File: src/rtl/gl_cmd_writer.sv
// Packs GL command headers and operands into instruction BRAM at the per-opcode stride.
// Optional list terminator write on close: define GL_CMD_WRITER_TERM_EN.
module gl_cmd_writer #(
  parameter int unsigned TEXT_START = 0,
  parameter int unsigned WIDTH      = 32,
  parameter int unsigned DEPTH      = 1024
`ifdef GL_CMD_WRITER_TERM_EN
  ,
  parameter logic [WIDTH-1:0] TERM_WORD = WIDTH'(32'h000000FF)
`endif
) (
  input  logic             clk,
  input  logic             reset,
  input  logic             cmd_valid,
  output logic             cmd_ready,
  input  logic [WIDTH-1:0] cmd_word,
  input  logic             op_valid,
  output logic             op_ready,
  input  logic [WIDTH-1:0] op_data,
  input  logic             list_end,
  output logic             bram_we,
  output logic [WIDTH-1:0] bram_addr,
  output logic [WIDTH-1:0] bram_wdata,
  output logic [WIDTH-1:0] wr_ptr,
  output logic [15:0]      cmd_count,
  output logic             busy,
  output logic             overflow,
  output logic             list_done
);

`ifdef GL_CMD_WRITER_TERM_EN
  localparam int unsigned TERM_RES = 1;
`else
  localparam int unsigned TERM_RES = 0;
`endif
  localparam logic [WIDTH-1:0] BASE  = WIDTH'(TEXT_START);
  localparam logic [WIDTH-1:0] LIMIT = WIDTH'(TEXT_START + DEPTH - TERM_RES);

  typedef enum logic [1:0] {IDLE, OPER, DRAIN, CLOSE} state_t;

  state_t           state_q, state_d;
  logic [4:0]       rem_q, rem_d;
  logic [WIDTH-1:0] wr_ptr_d, addr_d, wdata_d;
  logic [15:0]      cmd_count_d;
  logic             we_d, overflow_d, done_d;
  logic [4:0]       fp, n_ops;
  logic             fits;

  function automatic logic [4:0] footprint(input logic [7:0] opc);
    case (opc)
      8'h03, 8'h04:                      return 5'd4;
      8'h11, 8'h13, 8'h16, 8'h17, 8'h18: return 5'd17;
      8'h19:                             return 5'd5;
      8'h1A:                             return 5'd7;
      default:                           return 5'd1;
    endcase
  endfunction

  assign fp    = footprint(cmd_word[7:0]);
  assign n_ops = fp - 5'd1;
  assign fits  = (wr_ptr + WIDTH'(fp)) <= LIMIT;

  always_comb begin
    state_d     = state_q;
    rem_d       = rem_q;
    wr_ptr_d    = wr_ptr;
    cmd_count_d = cmd_count;
    overflow_d  = overflow;
    we_d        = 1'b0;
    addr_d      = bram_addr;
    wdata_d     = bram_wdata;
    done_d      = 1'b0;
    case (state_q)
      IDLE: begin
        if (list_end) begin
          state_d = CLOSE;
`ifdef GL_CMD_WRITER_TERM_EN
          we_d    = 1'b1;
          addr_d  = wr_ptr;
          wdata_d = TERM_WORD;
`else
          done_d      = 1'b1;
          wr_ptr_d    = BASE;
          cmd_count_d = 16'd0;
          overflow_d  = 1'b0;
`endif
        end else if (cmd_valid && cmd_ready) begin
          rem_d = n_ops;
          if (fits) begin
            we_d        = 1'b1;
            addr_d      = wr_ptr;
            wdata_d     = cmd_word;
            wr_ptr_d    = wr_ptr + 1'b1;
            cmd_count_d = cmd_count + 16'd1;
            if (n_ops != 5'd0) state_d = OPER;
          end else begin
            // Rejected command still owns its operands; swallow them to stay aligned
            overflow_d = 1'b1;
            if (n_ops != 5'd0) state_d = DRAIN;
          end
        end
      end
      OPER: begin
        if (op_valid && op_ready) begin
          we_d     = 1'b1;
          addr_d   = wr_ptr;
          wdata_d  = op_data;
          wr_ptr_d = wr_ptr + 1'b1;
          rem_d    = rem_q - 5'd1;
          if (rem_q == 5'd1) state_d = IDLE;
        end
      end
      DRAIN: begin
        if (op_valid && op_ready) begin
          rem_d = rem_q - 5'd1;
          if (rem_q == 5'd1) state_d = IDLE;
        end
      end
      CLOSE: begin
        state_d = IDLE;
`ifdef GL_CMD_WRITER_TERM_EN
        done_d      = 1'b1;
        wr_ptr_d    = BASE;
        cmd_count_d = 16'd0;
        overflow_d  = 1'b0;
`endif
      end
      default: state_d = IDLE;
    endcase
  end

  always_ff @(posedge clk or posedge reset) begin
    if (reset) begin
      state_q    <= IDLE;
      rem_q      <= 5'd0;
      bram_we    <= 1'b0;
      bram_addr  <= BASE;
      bram_wdata <= '0;
      wr_ptr     <= BASE;
      cmd_count  <= 16'd0;
      busy       <= 1'b0;
      overflow   <= 1'b0;
      list_done  <= 1'b0;
      cmd_ready  <= 1'b1;
      op_ready   <= 1'b0;
    end else begin
      state_q    <= state_d;
      rem_q      <= rem_d;
      bram_we    <= we_d;
      bram_addr  <= addr_d;
      bram_wdata <= wdata_d;
      wr_ptr     <= wr_ptr_d;
      cmd_count  <= cmd_count_d;
      busy       <= (state_d != IDLE);
      overflow   <= overflow_d;
      list_done  <= done_d;
      cmd_ready  <= (state_d == IDLE);
      op_ready   <= (state_d == OPER) || (state_d == DRAIN);
    end
  end

endmodule

File: config.mk
export PLATFORM = sky130hd
export DESIGN_NAME = gl_cmd_writer
export DESIGN_NICKNAME = d
export VERILOG_FILES = /design/src/rtl/gl_cmd_writer.sv
export SDC_FILE = /design/constraint.sdc
export NUM_CORES = 1
export LEC_CHECK = 0
export ABC_AREA = 1
export BUFFER_PORTS_ARGS = -buffer_cell sky130_fd_sc_hd__buf_2
export CORE_MARGIN = 2
export CORE_UTILIZATION = 40
export CTS_BUF_LIST = sky130_fd_sc_hd__clkbuf_8
export CTS_CLUSTER_SIZE = 8
export DETAILED_ROUTE_END_ITERATION = 10
export GPL_TIMING_DRIVEN = 0
export PLACE_DENSITY = 0.64
export SLEW_MARGIN = 25
export SYNTH_ARGS = -nofsm -noshare
export SYNTH_HDL_FRONTEND = slang
export SYNTH_SLANG_ARGS = --single-unit
File: constraint.sdc
create_clock -name clk -period 4.55 [get_ports clk]
set_clock_uncertainty 0.05 [all_clocks]
set_input_delay 0.91 -clock clk [delete_from_list [all_inputs] [get_ports clk]]
set_output_delay 0.91 -clock clk [all_outputs]
set_load 0.005 [all_outputs]
==> summary.txt, run 1 <==
DRT Pass-1 Iters: 5
GRT Overall Usage: 23.47%
WP data required: 4.85 ns
slew margin rel.: 43.41%
Hold Path Class: input port to async pin
Post-Route WL: 24160 um
Clock Latency Late Sink: 0.46 ns
Fin. Hold Viols: 0
Core Box Area: 19400 um^2
Placed Area: 9190 um^2
postcts setup bufs: 0
die height: 144.5 um
Worst-path clk slew: 0.08 ns
Max-cap violations: 0
first-pass GRT wire length: 37790 um
DR vias: 7794
DRC: 0
PortBufs: 185
Pins Over Slew Limit: 0
Seq/Total Area, Yosys: 39.62%
Max Fclk: 236.4 MHz
FP Rows: 51
die area: 20880 um^2
outcome: completed
main flop type after synthesis: dfrtp_1
Crit. End Element: register
synthesis warning total: 0
maximum vdd drop: 232.3 uV
largest net degree at the start of global routing: 65
final setup violation count: 0
layout cells sized above 1: 23.04%
Synth cell types: 38
actual slew at the worst max-slew pin: 0.8489 ns
Startpoint Class: input port
Mapped Area: 7898 um^2
Final HPWL DP: 18760 um
Ports: 187
Worst R2R Path Depth: 17
Area growth, synth to finish: 22.01%
cells after synthesis: 1058
most frequent cells in the layout: nand2_1 (332), buf_2 (192), dfrtp_1 (124)
die width: 144.5 um
post-route cell area: 9635 um^2
Tot Pwr: 6.089 mW
Diodes inserted: 0
Final #Nets: 1351
vias per cell: 5.058
clock root buffer: clkbuf_8
Mapped Nets: 1146
Worst R2R End: wr_ptr[13]
vias in the first global route: 7318
CP Max Fanout: 10
RePlAce Congestion: 0.9553
async set-reset flop share out of synthesis: 100.0%
Longest Clk Path Bufs: 2
reg2reg setup slack: 1.14 ns
syn avg cell area: 7.465 um^2
initial core utilization: 40.71%
htree depth: 4
WP data arrival: 4.53 ns
reg-to-reg startpoint: wr_ptr[0]
Post-DRT Antenna Nets: 0
total grt overflow: 0
average routed wire per standard cell: 15.68 um
most area-consuming cells after synthesis: dfrtp_1 (39%), nand2_1 (16%), nand3_1 (6.4%)
Synth Register Bits: 125
Period minus WS final: 4.231 ns
initial antenna violation count: 0
Power Dens Cells: 631.9 nW/um^2
commonest non-fill, non-tap cell in the layout: nand2_1
CTS tree: done
Sink Count: 125
Leak: 4.820 nW
final period utilization: 92.99%
Crit Path Category: input port to register
dominant cell type by area after synthesis: dfrtp_1
1st-iter DRT viols: 499
clock buffer count from CTS: 17
Post-synth EDFFs: 0
Yosys top cell area share: 39.29%
[worst max-delay path by stage]
stage	startpoint	end	slack (ns)	cells past startpoint
after detailed placement	cmd_word[0]	wr_ptr[23]	-0.21	23
after global placement	reset	bram_addr[19]	-1.36	2
after floorplan	reset	bram_addr[0]	0.26	1
final	cmd_word[6]	wr_ptr[13]	0.32	20
after CTS	cmd_word[1]	wr_ptr[27]	0.28	23
after global routing	cmd_word[6]	wr_ptr[11]	-0.01	25
[what timing repair did]
| action | 4_1_cts | 5_1_grt |
|---|---|---|
| hold buffers | 0 | 0 |
| endpoints found under the hold margin | 0 | 0 |
| gates resized for setup | 0 | 9 |
| endpoints found under the setup margin | 0 | 46 |
[state kept, by name, summed over array words and instances (netlist names)]
register    cells
op_ready        1
cmd_count      16
overflow        1
wr_ptr         32
bram_wdata     32
busy            1
bram_we         1
state_q         2
rem_q           5
list_done       1
cmd_ready       1
bram_addr      32
[worst max-delay path: stages]
cell and delay (ns):
buf_2 0.11, nor3_1 0.46, nand3_1 0.25, ha_1 0.31
fa_2 0.42, nand3_1 0.10, nand2_1 0.11, nand2_1 0.10
nand2_1 0.20, nand2_1 0.14, xor2_1 0.07, nor2_1 0.12
nand3_1 0.18, nor2_4 0.19, nand3_2 0.10, nand3_2 0.16
nand2_1 0.19, buf_2 0.27, nand2_1 0.08, nand2_1 0.05
[cell families (layout without fill, tap and decap cells)]
kind of cell	count (synthesis)	count (layout)	share of synthesized area (%)
adder cells (fa/ha/maj)	19	19	3.105
AND/OR/NAND/NOR	575	575	30.83
flip-flops	125	125	39.62
AO/OA/AOI/OAI	133	133	9.965
multiplexers	28	28	3.549
buffers and inverters	130	348	7.605
XOR/XNOR	48	48	5.323
[Yosys cell counts (2+ instances only)]
| master | count |
|---|---|
| dfrtp_1 | 124 |
| nor2_1 | 87 |
| nand3b_1 | 2 |
| nand3_1 | 101 |
| o21ai_2 | 28 |
| nand2_2 | 7 |
| buf_6 | 13 |
| mux2i_1 | 28 |
| nor2_2 | 4 |
| a21oi_1 | 42 |
| inv_1 | 89 |
| a31oi_1 | 2 |
| ha_1 | 18 |
| xnor2_1 | 3 |
| nor4_1 | 4 |
| nand3_2 | 3 |
| buf_1 | 2 |
| clkbuf_1 | 16 |
| nand4_1 | 16 |
| nand2_1 | 333 |
| nor3_1 | 12 |
| buf_2 | 9 |
| o21ai_1 | 38 |
| xor2_1 | 45 |
| o21ai_0 | 17 |
| nor2_4 | 3 |
[through the flow]
stage | hold slack (ns) | utilization [%] | TNS, ns | std cells | worst slack [ns]
2_1_floorplan | 0.3948 | - | 0 | 1058 | 0.2641
3_3_place_gp | 0.4076 | 47.19 | -173.94 | 1508 | -1.356
3_5_place_dp | 0.4120 | 47.37 | -8.899 | 1509 | -0.2066
4_1_cts | 0.4141 | 49.55 | 0 | 1541 | 0.2759
5_1_grt | 0.4337 | 49.67 | -0.03559 | 1541 | -0.01337
6_report | 0.4085 | 49.67 | 0 | 1541 | 0.3191
[where the power goes]
group | internal [mW] | switching, mW
Clock | 0.549 | 0.499
Combinational | 1.19 | 1.92
Sequential | 1.54 | 0.395
[area by class of cell]
type                    instances  area, um^2
clock inverters                15       187.7
plain buffers                  41       271.5
inverters                      89       341.6
multi-input cells             803        4187
fillers                      2034        9763
well taps                     265       331.6
flip-flops and latches        125        3129
repair buffers                186       953.4
clock buffers                  17       234.0
[routing by layer]
metal	global-route usage, %	routed length (um)	vias to the layer above	part of all wire, %
met2	39.21	11130	266	46
li1	-	-	3845	-
met3	4.934	1738	41	7.2
met4	7.767	499	0	2.1
met1	30.34	10790	3642	45
met5	0	0	-	0
Note: power is estimated with default switching activity, not from simulation.
==> run 2, diff against run 1 <==
--- a/config.mk
+++ b/config.mk
@@ -8,12 +8,11 @@
 export ABC_AREA = 1
 export BUFFER_PORTS_ARGS = -buffer_cell sky130_fd_sc_hd__buf_2
 export CORE_MARGIN = 2
-export CORE_UTILIZATION = 40
+export CORE_UTILIZATION = 51
 export CTS_BUF_LIST = sky130_fd_sc_hd__clkbuf_8
 export CTS_CLUSTER_SIZE = 8
 export DETAILED_ROUTE_END_ITERATION = 10
-export GPL_TIMING_DRIVEN = 0
-export PLACE_DENSITY = 0.64
+export PLACE_DENSITY = 0.78
 export SLEW_MARGIN = 25
 export SYNTH_ARGS = -nofsm -noshare
 export SYNTH_HDL_FRONTEND = slang
==> summary.txt, run 2 (synthesis results as in run 1) <==
post-CTS sizing: 0 (unchanged)
crit-path leading delay family: simple AND/OR/NAND/NOR gates (unchanged)
Diodes inserted: 0 (unchanged)
average routed wire per standard cell: 16.29 um (was 15.68 um)
WP data required: 4.83 ns (was 4.85 ns)
1st-iter DRT viols: 591 (was 499)
worst setup path startpoint: cmd_word[0] (was cmd_word[6])
Largest regs: bram_addr x32, bram_wdata x32, wr_ptr x32 (unchanged)
vias per cell: 5.367 (was 5.058)
die height: 128.4 um (was 144.5 um)
hold slack: 0.4261 ns (was 0.4085 ns)
crit-path max cell delay: 0.40 ns (was 0.46 ns)
vias in the first global route: 7296 (was 7318)
final period utilization: 88.44% (was 92.99%)
setup total negative slack: 0 ns (unchanged)
WP buf/inv: 6 (was 2)
Crit Path Category: input port to register (unchanged)
PortBufs: 186 (was 185)
Period minus WS final: 4.024 ns (was 4.231 ns)
WP data arrival: 4.30 ns (was 4.53 ns)
Startpoint Class: input port (unchanged)
Hold Path Class: register to register (was input port to async pin)
met1 Resource Use GR: 38.77% (was 30.34%)
# fillers: 1434 (was 2034)
FP Rows: 45 (was 51)
total grt overflow: 0 (unchanged)
htree depth: 4 (unchanged)
Max-cap violations: 0 (unchanged)
clock root buffer: clkbuf_8 (unchanged)
Fin. Hold Viols: 0 (unchanged)
hold-fix buffers at CTS: 0 (unchanged)
Sink Count: 125 (unchanged)
GRT met2 Usage: 47.43% (was 39.21%)
RePlAce Congestion: 1.002 (was 0.9553)
DR vias: 7723 (was 7794)
Tot Pwr: 5.914 mW (was 6.089 mW)
initial core utilization: 52.14% (was 40.71%)
Max Fclk: 248.5 MHz (was 236.4 MHz)
Final HPWL DP: 17640 um (was 18760 um)
commonest non-fill, non-tap cell in the layout: nand2_1 (unchanged)
Ports: 187 (unchanged)
DRT Pass-1 Iters: 5 (unchanged)
Worst-path clk slew: 0.08 ns (about the same)
Clock Latency Late Sink: 0.45 ns (was 0.46 ns)
most used cell, CP: nand2_1 (unchanged)
postcts setup bufs: 0 (unchanged)
layout cells sized above 1: 22.54% (was 23.04%)
Area growth, synth to finish: 18.90% (was 22.01%)
final setup violation count: 0 (unchanged)
actual slew at the worst max-slew pin: 0.7815 ns (was 0.8489 ns)
Hold Path Origin: bram_wdata[16]
RSZ-0062 raised after global routing: no
Post-DRT Antenna Nets: 0 (unchanged)
initial antenna violation count: 0 (unchanged)
DRC: 0 (unchanged)
slowest cell on the critical path: ha_1 (was nor3_1)
clock buffer count from CTS: 17 (unchanged)
first-pass GRT wire length: 37690 um (was 37790 um)
outcome: completed (unchanged)
final std cells w/o fill: 1439 (was 1541)
Leak: 4.791 nW (was 4.820 nW)
Power Dens Cells: 629.8 nW/um^2 (was 631.9 nW/um^2)
Post-Route WL: 23440 um (was 24160 um)
die area: 16500 um^2 (was 20880 um^2)
CTS tree: done (unchanged)
largest net degree at the start of global routing: 82 (was 65)
Longest Clk Path Bufs: 2 (unchanged)
die width: 128.4 um (was 144.5 um)
Core Box Area: 15150 um^2 (was 19400 um^2)
CP Max Fanout: 81 (was 10)
GRT Overall Usage: 29.20% (was 23.47%)
Final #Nets: 1326 (was 1351)
slew margin rel.: 47.89% (was 43.41%)
reg-to-reg startpoint: wr_ptr[0] (unchanged)
Pins Over Slew Limit: 0 (unchanged)
Crit. End Element: register (unchanged)
most frequent cells in the layout: nand2_1 (333), buf_2 (186), dfrtp_1 (124) (was nand2_1 (332), buf_2 (192), dfrtp_1 (124))
GRT busiest layer: met2 (unchanged)
maximum vdd drop: 352.0 uV (was 232.3 uV)
GR Layer Usage met3: 6.570% (was 4.934%)
Placed Cells: 1407 (was 1509)
run 2: cell types whose count changed in the layout (fill, tap and decap cells not counted), sizes merged:
cell and change:
buf -9, clkinvlp -3, clkbuf -14, bufinv +1
run 2: metrics by stage:
| stage | utilization [%] | setup slack, ns | area (um^2) |
|---|---|---|---|
| 6_report | 62.00 | 0.5258 | 9390 |
| 5_1_grt | 62.00 | 0.09328 | 9390 |
| 4_1_cts | 62.00 | 0.5562 | 9390 |
| 3_5_place_dp | 59.13 | 0.06611 | 8956 |
| 3_3_place_gp | 59.13 | 0.1671 | 8956 |
| 2_1_floorplan | - | 0.2641 | 7898 |
run 2: final timing paths:
kind,end,cells past startpoint,slack (ns)
worst max-delay path,bram_addr[11],25,0.53
worst max register to register,bram_addr[11],19,1.31
worst min register to register,bram_wdata[16],2,0.43
worst min-delay path,bram_wdata[16],2,0.43
max in group asynchronous,wr_ptr[22],3,3.11
min in group asynchronous,bram_wdata[10],2,0.53
run 2: final cells by class:
class,count,area (um^2),area share [%]
Timing Repair Buffer,202,1076,11.46
Sequential cell,125,3129,33.32
Clock inverter,13,172.7,1.839
Clock buffer,19,261.5,2.785
Tap cell,188,235.2,2.505
Inverter,89,336.6,3.584
Multi-Input combinational cell,803,4179,44.50
run 2: report_power, final:
| part | internal (mW) | switching, mW |
|---|---|---|
| sequential | 1.54 | 0.413 |
| clock | 0.620 | 0.452 |
| combinational | 1.06 | 1.82 |
run 2: per-layer routing:
| layer | up-vias | wire length [um] |
|---|---|---|
| li1 | 3795 | - |
| met1 | 3579 | 10450 |
| met2 | 302 | 10830 |
| met3 | 47 | 1643 |
| met4 | 0 | 516 |
| met5 | - | 0 |
run 2: worst reg2reg max path, stage by stage (launching register included):
cell and delay (ns):
dfrtp_1 0.47, ha_1 0.29, fa_1 0.43, nand3_1 0.10, nand2_1 0.11, nand2_1 0.10, nand2_1 0.18, nand2_1 0.12
nand2_1 0.06, nor2_1 0.12, nand2_1 0.06, nor2_1 0.09, nand3_1 0.07, nand2_1 0.14, nand3_2 0.11, nand2_1 0.11
nand2_4 0.08, buf_12 0.21, nand2_1 0.15, o21ai_1 0.06
